`config.mk`:
```
export PLATFORM = sky130hd
export DESIGN_NAME = mcs4_clock_seq
export DESIGN_NICKNAME = d
export VERILOG_FILES = /design/src/rtl/mcs4_pkg.sv /design/src/rtl/mcs4_reset_stretch.sv /design/src/rtl/mcs4_clock_seq.sv
export SDC_FILE = /design/constraint.sdc
export NUM_CORES = 1
export LEC_CHECK = 0
export ABC_AREA = 1
export BUFFER_PORTS_ARGS = -buffer_cell sky130_fd_sc_hd__buf_4
export CAP_MARGIN = 20
export CORE_MARGIN = 2
export CORE_UTILIZATION = 40
export DETAILED_ROUTE_END_ITERATION = 8
export GPL_ROUTABILITY_DRIVEN = 1
export GPL_TIMING_DRIVEN = 0
export SLEW_MARGIN = 15
export SYNTH_ARGS = -nofsm -noshare
export SYNTH_HDL_FRONTEND = slang
export SYNTH_SLANG_ARGS = --single-unit
```
`constraint.sdc`:
```
create_clock -name clk_i -period 4.3 [get_ports clk_i]
set_input_delay 0.645 -clock clk_i [delete_from_list [all_inputs] [get_ports clk_i]]
set_output_delay 0.645 -clock clk_i [all_outputs]
set_load 0.03 [all_outputs]
```
`src/rtl/mcs4_pkg.sv`:
```
// Shared constants for the MCS-4 clock and machine-cycle sequencer.
// Machine states A1..X3 and the four phase slots of one PHI period.
package mcs4_pkg;

  localparam logic [2:0] STATE_A1 = 3'd0;
  localparam logic [2:0] STATE_A2 = 3'd1;
  localparam logic [2:0] STATE_A3 = 3'd2;
  localparam logic [2:0] STATE_M1 = 3'd3;
  localparam logic [2:0] STATE_M2 = 3'd4;
  localparam logic [2:0] STATE_X1 = 3'd5;
  localparam logic [2:0] STATE_X2 = 3'd6;
  localparam logic [2:0] STATE_X3 = 3'd7;

  typedef enum logic [1:0] {
    SLOT_PHI1 = 2'd0,
    SLOT_GAP1 = 2'd1,
    SLOT_PHI2 = 2'd2,
    SLOT_GAP2 = 2'd3
  } slot_t;

endpackage

```
`src/rtl/mcs4_reset_stretch.sv`:
```
// Holds the CPU reset high for RESET_CYCLES PHI2 rising edges
// after the sequencer leaves asynchronous reset.
module mcs4_reset_stretch #(
  parameter int RESET_CYCLES = 64
) (
  input  logic clk,
  input  logic rst_n,
  input  logic phi2_rise,
  output logic cpu_reset
);

  localparam int CW = $clog2(RESET_CYCLES);

  logic [CW-1:0] cnt_q;

  always_ff @(posedge clk or negedge rst_n) begin
    if (!rst_n) begin
      cnt_q     <= '0;
      cpu_reset <= 1'b1;
    end else if (cpu_reset && phi2_rise) begin
      if (cnt_q == CW'(RESET_CYCLES - 1))
        cpu_reset <= 1'b0;
      else
        cnt_q <= cnt_q + CW'(1);
    end
  end

endmodule

```
`src/rtl/mcs4_clock_seq.sv`:
```
// Two-phase clock, machine-state and SYNC generator for the MCS-4 core.
// Optional single-step input enabled by MCS4_SINGLE_STEP_EN.
module mcs4_clock_seq
  import mcs4_pkg::*;
#(
  parameter int DIV          = 4,
  parameter int RESET_CYCLES = 64
) (
  input  logic       clk_i,
  input  logic       rst_n_i,
  input  logic       run_i,
`ifdef MCS4_SINGLE_STEP_EN
  input  logic       step_i,
`endif
  output logic       PHI1_o,
  output logic       PHI2_o,
  output logic       SYNC_o,
  output logic       RESET_o,
  output logic [2:0] state_o,
  output logic       cycle_strobe_o,
  output logic       halted_o
);

  localparam int SW = $clog2(DIV + 1);

  slot_t         slot_q, slot_d;
  logic [SW-1:0] sub_q, sub_d;
  logic [2:0]    state_d;
  logic          halted_d;
  logic          step_mode_q, step_mode_d;
  logic          step_rise;
  logic          slot_end;
  logic          at_x3_end;
  logic          phi2_rise;
  logic          strobe_d;
  logic          cpu_reset;

`ifdef MCS4_SINGLE_STEP_EN
  logic [2:0] step_sync_q;

  always_ff @(posedge clk_i or negedge rst_n_i) begin
    if (!rst_n_i)
      step_sync_q <= '0;
    else
      step_sync_q <= {step_sync_q[1:0], step_i};
  end

  assign step_rise = step_sync_q[1] & ~step_sync_q[2];
`else
  assign step_rise = 1'b0;
`endif

  // sub_q runs 1..DIV inside a slot; 0 only marks the post-reset entry
  assign slot_end  = (sub_q == SW'(DIV));
  assign at_x3_end = (slot_q == SLOT_GAP2) &&
                     (state_o == STATE_X3) && !cpu_reset;

  always_comb begin
    slot_d      = slot_q;
    sub_d       = sub_q;
    halted_d    = halted_o;
    step_mode_d = step_mode_q;
    if (halted_o) begin
      if (run_i || step_rise) begin
        halted_d    = 1'b0;
        step_mode_d = !run_i;
        slot_d      = SLOT_PHI1;
        sub_d       = SW'(1);
      end
    end else if (!slot_end) begin
      sub_d = sub_q + SW'(1);
    end else if (at_x3_end && (!run_i || step_mode_q)) begin
      halted_d    = 1'b1;
      step_mode_d = 1'b0;
    end else begin
      sub_d = SW'(1);
      unique case (slot_q)
        SLOT_PHI1: slot_d = SLOT_GAP1;
        SLOT_GAP1: slot_d = SLOT_PHI2;
        SLOT_PHI2: slot_d = SLOT_GAP2;
        SLOT_GAP2: slot_d = SLOT_PHI1;
      endcase
    end
  end

  always_comb begin
    phi2_rise = (slot_d == SLOT_PHI2) && (slot_q != SLOT_PHI2);
    state_d   = phi2_rise ? state_o + 3'd1 : state_o;
    strobe_d  = phi2_rise && (state_d == STATE_A1) && !cpu_reset;
  end

  always_ff @(posedge clk_i or negedge rst_n_i) begin
    if (!rst_n_i) begin
      slot_q         <= SLOT_PHI1;
      sub_q          <= '0;
      state_o        <= STATE_X3;
      PHI1_o         <= 1'b0;
      PHI2_o         <= 1'b0;
      SYNC_o         <= 1'b0;
      cycle_strobe_o <= 1'b0;
      halted_o       <= 1'b0;
      step_mode_q    <= 1'b0;
    end else begin
      slot_q         <= slot_d;
      sub_q          <= sub_d;
      state_o        <= state_d;
      PHI1_o         <= (slot_d == SLOT_PHI1) && !halted_d;
      PHI2_o         <= (slot_d == SLOT_PHI2) && !halted_d;
      SYNC_o         <= (state_d != STATE_X3);
      cycle_strobe_o <= strobe_d;
      halted_o       <= halted_d;
      step_mode_q    <= step_mode_d;
    end
  end

  mcs4_reset_stretch #(
    .RESET_CYCLES(RESET_CYCLES)
  ) u_reset (
    .clk      (clk_i),
    .rst_n    (rst_n_i),
    .phi2_rise(phi2_rise),
    .cpu_reset(cpu_reset)
  );

  assign RESET_o = cpu_reset;

endmodule

```
==> results.sh <==
export IMPL_cts_tree="yes"
export IMPL_cts_hold_fix_buffers=0
export IMPL_grt_use_total_pct=13.8
export IMPL_drc=0
export IMPL_insertion_delay_ns=0.30
export IMPL_ioPinCount=12
export IMPL_wire_per_inst_um=11.3
export IMPL_start_kind="register"
export IMPL_antenna_cells=0
export IMPL_grt_max_degree=22
export IMPL_avgSynthCellArea_um2=9.68
export IMPL_power_leakage_nw=0.648
export IMPL_setup_tns_ns=0
export IMPL_post_drt_via_cell_ratio=4.91
export IMPL_synthCells=120
export IMPL_drt_iter0_markers=29
export IMPL_cp_max_fo=10
export IMPL_syn_area_um2=1160
export IMPL_status="finished clean"
export IMPL_hold_violations=0
export IMPL_dr_pass1_iters=4
export IMPL_grt_pass1_wl_mm=3.57
export IMPL_cts_inserted_buffers=3
export IMPL_yosys_top_cells_area="dfrtp_1, dfstp_2, ha_1, inv_1, nand2_1"
export IMPL_gr_max_usage_layer="met2"
export IMPL_syn_to_final_growth_pct=12.7
export IMPL_fin_nets=147
export IMPL_utilization_pct=47.5
export IMPL_cts_repair_resize_count=0
export IMPL_final_min_clock_period_ns=2.03
export IMPL_cts_htree_levels=1
export IMPL_cts_root_buf="clkbuf_4"
export IMPL_ys_seq_area_share_pct=45.7
export IMPL_final_common_cell="inv_1"
export IMPL_wl_mm=1.87
export IMPL_ys_ff_latch=21
export IMPL_fmax_mhz=493
export IMPL_fin_skew_ns=0.00410
export IMPL_worstSetupStartpoint="state_o[0]"
export IMPL_total_power_uw=298
export IMPL_ir_drop_uv=216
export IMPL_detailroute_via_count=815
export IMPL_io_buffers=11
export IMPL_antenna_found_initial=0
export IMPL_use_met3_pct=4.69
export IMPL_worstPathArrival_ns=2.23
export IMPL_cts_sinks=21
export IMPL_relSlewSlack_pct=81.8
export IMPL_drv_slew=0
export IMPL_clk_pin_slew_ns=0.11
export IMPL_dp_hpwl_mm=1.49
export IMPL_synth_top_cell_by_area="dfrtp_1"
export IMPL_place_gp_congestion=0.788
export IMPL_end_kind="register"
export IMPL_timing_rr_start="state_o[0]"
export IMPL_timing_rr_end="u_reset.cnt_q[5]"
export IMPL_worst_r2r_setup_slack_ns=2.27
export IMPL_rows=19
export IMPL_yosysWarnings=0
export IMPL_die_y_um=57.9
export IMPL_place_area_um2=1280
export IMPL_layout_common_cells="inv_1, dfrtp_1, nand2_1, buf_4, nand2_2"
export IMPL_fp_dieW_um=57.9
export IMPL_core_um2=2760
export IMPL_required_ns=4.50
export IMPL_drtAntennaViolNets=0
export IMPL_start_util_pct=42.1
export IMPL_grt_overflow=0
export IMPL_rsz0062_at_grt="no"
export IMPL_final_area_um2=1310
export IMPL_synth_top_cell_area_share_pct=36.6
export IMPL_max_cap_viol_count=0
export IMPL_met1_usage_pct=16.7
export IMPL_worstHoldPathType="input port to async pin"
export IMPL_fin_crit_sh_pct=47.1
export IMPL_dieArea_um2=3350
export IMPL_cts_setup_buffers=0
export IMPL_drive_above_1_share_pct=31.9
export IMPL_grt_use_met2_pct=23.9
export IMPL_cts_path_max_buffers=2
export IMPL_synth_distinct_cells=26
export IMPL_ff2ff_path_depth=14
export IMPL_synth_nets=131
export IMPL_finalSetupViolCount=0
export IMPL_critical_path_class="register to register"
export IMPL_tightest_slew_ns=0.273
export IMPL_p_per_area_nw_per_um2=227
export IMPL_grt_pass1_vias=832
## cells by family (layout without fill, tap and decap cells)
| kind of cell | count (synthesis) | after routing | share of synthesized area, % |
|---|---|---|---|
| XOR/XNOR | 6 | 6 | 4.53 |
| AND/OR/NAND/NOR | 53 | 53 | 26.3 |
| AO/OA/AOI/OAI | 10 | 10 | 6.68 |
| flip-flops | 21 | 21 | 45.7 |
| adder cells (fa/ha/maj) | 8 | 8 | 8.62 |
| buffers and inverters | 22 | 37 | 8.19 |
## layout make-up
cell class / count / area [µm²]
Multi-Input combinational cell: 77 / 536
Clock buffer: 4 / 26.3
Fill cell: 264 / 1450
Timing Repair Buffer: 11 / 82.6
Inverter: 21 / 83.8
Buffer: 1 / 11.3
Sequential cell: 21 / 531
Tap cell: 31 / 38.8
## critical path, stage by stage, from the launching register on
cell     delay [ns]
dfstp_2        0.57
ha_1           0.15
ha_1           0.14
nand2_1        0.08
nor2_4         0.12
nand2_2        0.08
nand2_1        0.06
nand2_1        0.05
nand3_2        0.07
nand2_2        0.11
nor2_8         0.13
nand3_4        0.08
buf_6          0.16
nand2_2        0.06
o21ai_2        0.05
## stage by stage
| step | hold slack [ns] | setup WS (ns) | cells |
|---|---|---|---|
| 2_1_floorplan | 0.349 | 2.30 | 120 |
| 3_3_place_gp | 0.470 | 2.29 | 162 |
| 3_5_place_dp | 0.475 | 2.27 | 162 |
| 4_1_cts | 0.202 | 2.26 | 166 |
| 5_1_grt | 0.200 | 2.08 | 166 |
| 6_report | 0.202 | 2.27 | 166 |
## cells in the mapped netlist (all sizes together)
cell type   n
xnor2       2
dfrtp      17
nand3      11
a31oi       1
o211ai      1
buf         1
ha          8
inv        21
nor2        7
nand4       3
o21ai       7
xor2        4
dfstp       4
nand2      28
a32o        1
nor3        4
## state kept, by name (all words and copies together) (netlist names)
signal             flops
halted_o               1
u_reset.cpu_reset      1
PHI2_o                 1
sub_q                  3
slot_q                 2
step_mode_q            1
cycle_strobe_o         1
SYNC_o                 1
PHI1_o                 1
u_reset.cnt_q          6
state_o                3
## routing by layer
metal  part of all wire, %  wire length (µm)  vias to the layer above
li1                      -                 -                      413
met1                    44               819                      389
met2                    52               968                       11
met3                   3.7                69                        2
met4                  0.70                13                        0
met5                     0                 0                        -
## how the worst max path moves through the flow
stage	end	depth (start not counted)	slack, ns
6_report	u_reset.cnt_q[5]	14	2.27
5_1_grt	u_reset.cnt_q[2]	14	2.08
3_5_place_dp	u_reset.cnt_q[5]	14	2.27
2_1_floorplan	u_reset.cnt_q[2]	14	2.30
3_3_place_gp	u_reset.cnt_q[2]	14	2.29
4_1_cts	u_reset.cnt_q[5]	14	2.26
## power breakdown
| group | total (mW) | internal, mW | switching (mW) | leakage [nW] |
|---|---|---|---|---|
| Sequential | 0.198 | 0.198 | 0 | 0.254 |
| Clock | 0.0937 | 0.0361 | 0.0576 | 0.0150 |
| Combinational | 0.00624 | 0.00140 | 0.00484 | 0.379 |
Note: power is estimated with default switching activity, not from simulation.
